===== src/rtl/mdc_if.sv =====
// mdc_if: operand/result valid-ready bundle between a GCD requester and mdc_core.
interface mdc_if #(parameter int WIDTH = 8, parameter int CNT_W = 8);
  logic             in_valid_i;
  logic             in_ready_o;
  logic [WIDTH-1:0] a_i;
  logic [WIDTH-1:0] b_i;
  logic             out_valid_o;
  logic             out_ready_i;
  logic [WIDTH-1:0] gcd_o;
  logic [CNT_W-1:0] cycles_o;
  logic             zero_o;
  logic             busy_o;
  modport slave (
    input  in_valid_i, a_i, b_i, out_ready_i,
    output in_ready_o, out_valid_o, gcd_o, cycles_o, zero_o, busy_o
  );
  modport master (
    output in_valid_i, a_i, b_i, out_ready_i,
    input  in_ready_o, out_valid_o, gcd_o, cycles_o, zero_o, busy_o
  );
endinterface


===== src/rtl/mdc_core.sv =====
// mdc_core: iterative GCD engine, subtractive (MODE=0) or binary Stein (MODE=1),
// one operation in flight, valid/ready on both sides.
module mdc_core #(
  parameter int WIDTH = 8,
  parameter int MODE  = 0,
  parameter int CNT_W = 8
) (
  input logic  clk,
  input logic  rstn_i,
  mdc_if.slave s
);
  localparam int KW = $clog2(WIDTH + 1);
  typedef enum logic [1:0] {IDLE, CALC, DONE} state_t;
  state_t           r_state;
  logic [WIDTH-1:0] r_x, r_y, r_gcd;
  logic [KW-1:0]    r_k;
  logic [CNT_W-1:0] r_cnt, r_cycles;
  logic             r_zero;
  logic [CNT_W-1:0] w_cnt_inc;
  logic             w_bin, w_xe, w_ye;
  assign w_cnt_inc     = &r_cnt ? r_cnt : r_cnt + 1'b1;
  assign w_bin         = MODE == 1;
  assign w_xe          = ~r_x[0];
  assign w_ye          = ~r_y[0];
  assign s.in_ready_o  = r_state == IDLE;
  assign s.out_valid_o = r_state == DONE;
  assign s.busy_o      = r_state != IDLE;
  assign s.gcd_o       = r_gcd;
  assign s.cycles_o    = r_cycles;
  assign s.zero_o      = r_zero;
  always_ff @(posedge clk or negedge rstn_i) begin
    if (!rstn_i) begin
      r_state  <= IDLE;
      r_x      <= '0;
      r_y      <= '0;
      r_k      <= '0;
      r_cnt    <= '0;
      r_gcd    <= '0;
      r_cycles <= '0;
      r_zero   <= 1'b0;
    end else begin
      case (r_state)
        IDLE: if (s.in_valid_i) begin
          r_x   <= s.a_i;
          r_y   <= s.b_i;
          r_k   <= '0;
          r_cnt <= '0;
          if (s.a_i == '0 || s.b_i == '0) begin
            r_gcd    <= s.a_i | s.b_i;
            r_zero   <= 1'b1;
            r_cycles <= '0;
            r_state  <= DONE;
          end else begin
            r_zero  <= 1'b0;
            r_state <= CALC;
          end
        end
        CALC: begin
          r_cnt <= w_cnt_inc;
          // the terminating equality cycle is counted too
          if (r_x == r_y) begin
            r_gcd    <= w_bin ? r_x << r_k : r_x;
            r_cycles <= w_cnt_inc;
            r_state  <= DONE;
          end else if (w_bin && w_xe && w_ye) begin
            r_x <= r_x >> 1;
            r_y <= r_y >> 1;
            r_k <= r_k + 1'b1;
          end else if (w_bin && w_xe) r_x <= r_x >> 1;
          else if (w_bin && w_ye) r_y <= r_y >> 1;
          else if (r_x > r_y) r_x <= r_x - r_y;
          else r_y <= r_y - r_x;
        end
        DONE: if (s.out_ready_i) r_state <= IDLE;
        default: r_state <= IDLE;
      endcase
    end
  end
endmodule


===== src/flat_wrapper.sv =====
// flat-port wrapper written by rule: the top's interface ports become plain ports
module mdc_core_flat 
#(
  parameter int WIDTH = 8,
  parameter int MODE  = 0,
  parameter int CNT_W = 8
)
  (clk, rstn_i, s_in_valid_i, s_a_i, s_b_i, s_out_ready_i, s_in_ready_o, s_out_valid_o, s_gcd_o, s_cycles_o, s_zero_o, s_busy_o);
  mdc_if #(.WIDTH(WIDTH), .CNT_W(CNT_W)) s_i ();
  input logic clk;
  input logic rstn_i;
  input wire logic [$bits(s_i.in_valid_i)-1:0] s_in_valid_i;
  input wire logic [$bits(s_i.a_i)-1:0] s_a_i;
  input wire logic [$bits(s_i.b_i)-1:0] s_b_i;
  input wire logic [$bits(s_i.out_ready_i)-1:0] s_out_ready_i;
  output wire logic [$bits(s_i.in_ready_o)-1:0] s_in_ready_o;
  output wire logic [$bits(s_i.out_valid_o)-1:0] s_out_valid_o;
  output wire logic [$bits(s_i.gcd_o)-1:0] s_gcd_o;
  output wire logic [$bits(s_i.cycles_o)-1:0] s_cycles_o;
  output wire logic [$bits(s_i.zero_o)-1:0] s_zero_o;
  output wire logic [$bits(s_i.busy_o)-1:0] s_busy_o;
  assign s_i.in_valid_i = s_in_valid_i;
  assign s_i.a_i = s_a_i;
  assign s_i.b_i = s_b_i;
  assign s_i.out_ready_i = s_out_ready_i;
  assign s_in_ready_o = s_i.in_ready_o;
  assign s_out_valid_o = s_i.out_valid_o;
  assign s_gcd_o = s_i.gcd_o;
  assign s_cycles_o = s_i.cycles_o;
  assign s_zero_o = s_i.zero_o;
  assign s_busy_o = s_i.busy_o;
  mdc_core #(.WIDTH(WIDTH), .MODE(MODE), .CNT_W(CNT_W)) u_core (.clk(clk), .rstn_i(rstn_i), .s(s_i));
endmodule

===== config.mk =====
export PLATFORM = sky130hd
export DESIGN_NAME = mdc_core_flat
export DESIGN_NICKNAME = d
export VERILOG_FILES = /design/src/rtl/mdc_if.sv /design/src/rtl/mdc_core.sv /design/src/flat_wrapper.sv
export SDC_FILE = /design/constraint.sdc
export NUM_CORES = 1
export LEC_CHECK = 0
export CORE_MARGIN = 4
export CORE_UTILIZATION = 25
export CTS_CLUSTER_SIZE = 40
export DETAILED_ROUTE_END_ITERATION = 7
export GPL_TIMING_DRIVEN = 0
export SLEW_MARGIN = 20
export SYNTH_ARGS = -nofsm -noshare
export SYNTH_HDL_FRONTEND = slang
export SYNTH_SLANG_ARGS = --single-unit

===== constraint.sdc =====
create_clock -name clk -period 3.15 [get_ports clk]
set_clock_uncertainty 0.2 [all_clocks]
set_input_delay 0.4725 -clock clk [delete_from_list [all_inputs] [get_ports clk]]
set_output_delay 0.4725 -clock clk [all_outputs]
set_load 0.02 [all_outputs]

==> flow_metrics.py, run 1 <==
metrics = {
    "setup_path": {
        "path_max_fanout": 8,
        "critPathKind": "flop to flop",
        "cp_data_arrival_time_ns": 2.73,
        "crit_path_start": "u_core.r_x[0]$_DFFE_PN0P_",
        "slowest_stage": "o31ai_4",
        "cp_cell_sequence": "inv_1 > ha_1 > fa_1 > nor2b_4 > o31a_4 > a211oi_2 > o31ai_4 > mux2_4",
        "reg2reg_depth": 8,
        "cp-end-kind": "flop",
        "r2r_setup_slack_ns": 0.40,
        "r2r-end": "u_core.r_x[3]$_DFFE_PN0P_",
        "startpoint_type": "flop",
        "r2r-start": "u_core.r_x[0]$_DFFE_PN0P_",
        "max_stage_delay_ns": 0.58,
        "required_ns": 3.12,
    },
    "sta": {
        "hold_viol": 0,
        "min_period_ns": 2.75,
        "setup_tns_ns": 0,
        "fin_crit_sh_pct": 87.4,
        "setup_slack_ns": 0.396,
        "rsz0062_at_grt": "no",
        "fin_hold_ws_ns": 0.273,
        "finalSetupViolations": 0,
        "worstMarginPinSlew_ns": 0.750,
        "max_slew_margin_pct": 49.5,
        "fmax_ghz": 0.363,
        "drv_slew": 0,
    },
    "synthesis": {
        "synth_flop_cell": "dfrtp_1",
        "ys_top_cells_by_area": "dfrtp_1 (36%), ha_1 (6.6%), a21oi_1 (3.5%)",
        "synth_seq_area_share_pct": 35.7,
        "yosysTopAreaCellShare_pct": 35.7,
        "ys_ff_latch": 43,
        "yosysUniqueCellTypes": 63,
        "synth_top_area_cell": "dfrtp_1",
        "synth_nets": 353,
        "avgSynthCellArea_um2": 9.56,
        "async_flop_share_pct": 100,
        "synth_edf_count": 0,
        "yosysWarnings": 0,
        "syn-cell-area_mm2": 0.00301,
        "synth_cells": 315,
    },
    "clocking": {
        "cts_hold_buffers": 1,
        "clk_pin_slew_ns": 0.07,
        "ctsResizeCount": 0,
        "cts.path.max_buffers": 2,
        "insertion_delay_ns": 0.29,
        "cts_root_buf": "clkbuf_16",
        "postCtsSetupBuffers": 0,
        "cts_tree": "done",
        "cts_made_buffers": 5,
        "htree_levels": 2,
        "clkSinkCount": 43,
    },
    "die": {
        "die_area_mm2": 0.0139,
        "dieWidth_um": 118,
        "initial_core_util_pct": 25.9,
        "rows": 39,
        "coreArea_mm2": 0.0116,
        "io-pin-count": 40,
        "die_y_um": 118,
    },
    "finish": {
        "final_util_pct": 32.5,
        "fillerInstances": 1204,
        "diodes": 0,
        "nets": 401,
        "drive_above_1_share_pct": 13.5,
        "multi_input_area_mm2": 0.00177,
        "final_cells": 507,
        "regArea_mm2": 0.00108,
        "area_growth_syn_to_layout_pct": 25.5,
    },
    "pwr": {
        "p_clk_share_pct": 12.9,
        "p_leak_uw": 0.00167,
        "intPower_uw": 2660,
        "ir_worst_vdd_mv": 0.405,
        "swShare_pct": 43.7,
        "p_comb_share_pct": 66.4,
        "power_frac_seq_pct": 20.7,
        "powerDensity_mw_per_mm2": 1250,
        "p_switching_uw": 2060,
    },
    "detailed_routing": {
        "wl_per_cell_um": 16.4,
        "drt_iter0_drc": 159,
        "drc": 0,
        "firstDrtPassIters": 4,
        "final_antenna_net_count": 0,
        "viasPerCell": 5.03,
        "routed_wl_um": 8330,
        "vias": 2551,
    },
    "worst_hold_path": {
        "whs_path_depth": 1,
        "hold-path-endpoint": "u_core.s.cycles_o[3]$_DFFE_PN0P_",
        "min_path_type": "flop to flop",
        "min_from": "u_core.s.cycles_o[3]$_DFFE_PN0P_",
    },
    "global_routing": {
        "grt_pass1_vias": 2588,
        "groute.usage.overall_pct": 12.1,
        "grt_pass1_wl_um": 13600,
        "antenna_found_initial": 0,
        "grt-ovfl-total": 0,
        "grt_max_degree": 30,
    },
    "place": {
        "io_buffers": 39,
        "gp_congestion": 0.884,
        "dp.cells": 498,
        "dp_hpwl_um": 6420,
        "pre_cts_slack_ns": 0.208,
    },
    "run_status": {
        "status": "finished, final reports clean",
    },
    "flow_run": {
        "drv_cap": 0,
    },
}
[how the worst max path moves through the flow]
stage / endpoint / slack, ns / cells after the start
6_report: u_core.r_x[3]$_DFFE_PN0P_ / 0.40 / 8
5_1_grt: u_core.r_x[7]$_DFFE_PN0P_ / 0.28 / 8
4_1_cts: u_core.r_x[7]$_DFFE_PN0P_ / 0.38 / 8
3_5_place_dp: u_core.s.gcd_o[6]$_DFFE_PN0P_ / 0.21 / 7
3_3_place_gp: u_core.s.cycles_o[5]$_DFFE_PN0P_ / 0.19 / 1
2_1_floorplan: u_core.r_x[2]$_DFFE_PN0P_ / 0.72 / 8
[cell usage in the layout (no fill, tap or decap), drive strengths merged, types with 3 or more instances in the layout]
master	n
a211oi	9
a21o	6
a21oi	21
a31oi	4
and3	5
buf	14
clkbuf	9
clkdlybuf4s50	38
dfrtp	43
ha	16
inv	21
mux2	20
mux2i	10
nand2	18
nand2b	9
nand3	7
nor2	25
nor3	8
nor4	4
o2111ai	3
o211ai	5
o21a	3
o21ai	19
o31ai	3
xnor2	5
xor2	3
[cell usage after synthesis (7+ instances only)]
cell type  count
nand2_1       17
inv_1         19
dfrtp_1       43
mux2_2         7
o21ai_0       17
ha_1          16
a211oi_1       7
nand3_1        7
buf_2          8
nand2b_1       9
nor2_1        24
mux2_1         7
nor3_1         8
mux2i_1       10
a21oi_1       21
[state kept, by name, indices dropped and copies added, names as in the netlist]
signal	cells
u_core.r_state	2
u_core.r_x	8
u_core.s.gcd_o	8
u_core.s.zero_o	1
u_core.r_cnt	8
u_core.r_y	8
u_core.s.cycles_o	8
[worst max-delay path: cells and delay by family (launching register included)]
family / cells / cell delay [ns]
buf+inv: 1 / 0.07
simple gates: 1 / 0.16
flops: 1 / 0.35
compound gates: 3 / 0.84
fa+ha+maj: 2 / 0.66
mux: 1 / 0.35
[cell type report]
type | count | share of cell area [%]
Buffer | 16 | 2.35
Clock buffer | 5 | 3.31
Clock inverter | 3 | 1.26
Inverter | 20 | 1.99
Multi-Input combinational cell | 236 | 46.9
Sequential cell | 43 | 28.5
Tap cell | 143 | 4.74
Timing Repair Buffer | 41 | 11.0
[power groups by stage]
stage | clock [uW] | sequential (uW) | combinational (uW)
floorplan | 0 | 1030 | 2270
global placement | 0 | 976 | 3050
detailed placement | 0 | 982 | 3100
CTS | 624 | 975 | 3130
global route | 643 | 1010 | 3460
finish | 610 | 975 | 3130
[kinds of logic (layout without fill, tap and decap cells)]
family,count (synthesis),after routing,synth area share (%)
simple gates,93,93,16.4
flops,43,43,35.7
fa+ha+maj,18,18,7.98
compound gates,87,87,20.6
buf+inv,36,85,5.44
mux,30,30,11.6
xor+xnor,8,8,2.33
[metal layers]
layer	global-route usage [%]	vias up	wire, um
li1	-	1232	-
met5	0	-	0
met4	3.30	0	156
met1	18.5	1194	4150
met2	16.6	105	3370
met3	2.98	20	641
[metrics by stage]
| step | area (um2) | total power (uW) |
|---|---|---|
| 2_1_floorplan | 3010 | 3300 |
| 3_3_place_gp | 3580 | 4030 |
| 3_5_place_dp | 3600 | 4090 |
| 4_1_cts | 3780 | 4730 |
| 5_1_grt | 3780 | 5110 |
| 6_report | 3780 | 4720 |
No activity file was read; power rests on OpenSTA's default activity.
==> inputs of run 2 (changes only) <==
- SKIP_LAST_GASP: default -> 1
==> results of run 2 <==
The final DEF is identical to that of run 1; final timing and power are the same.
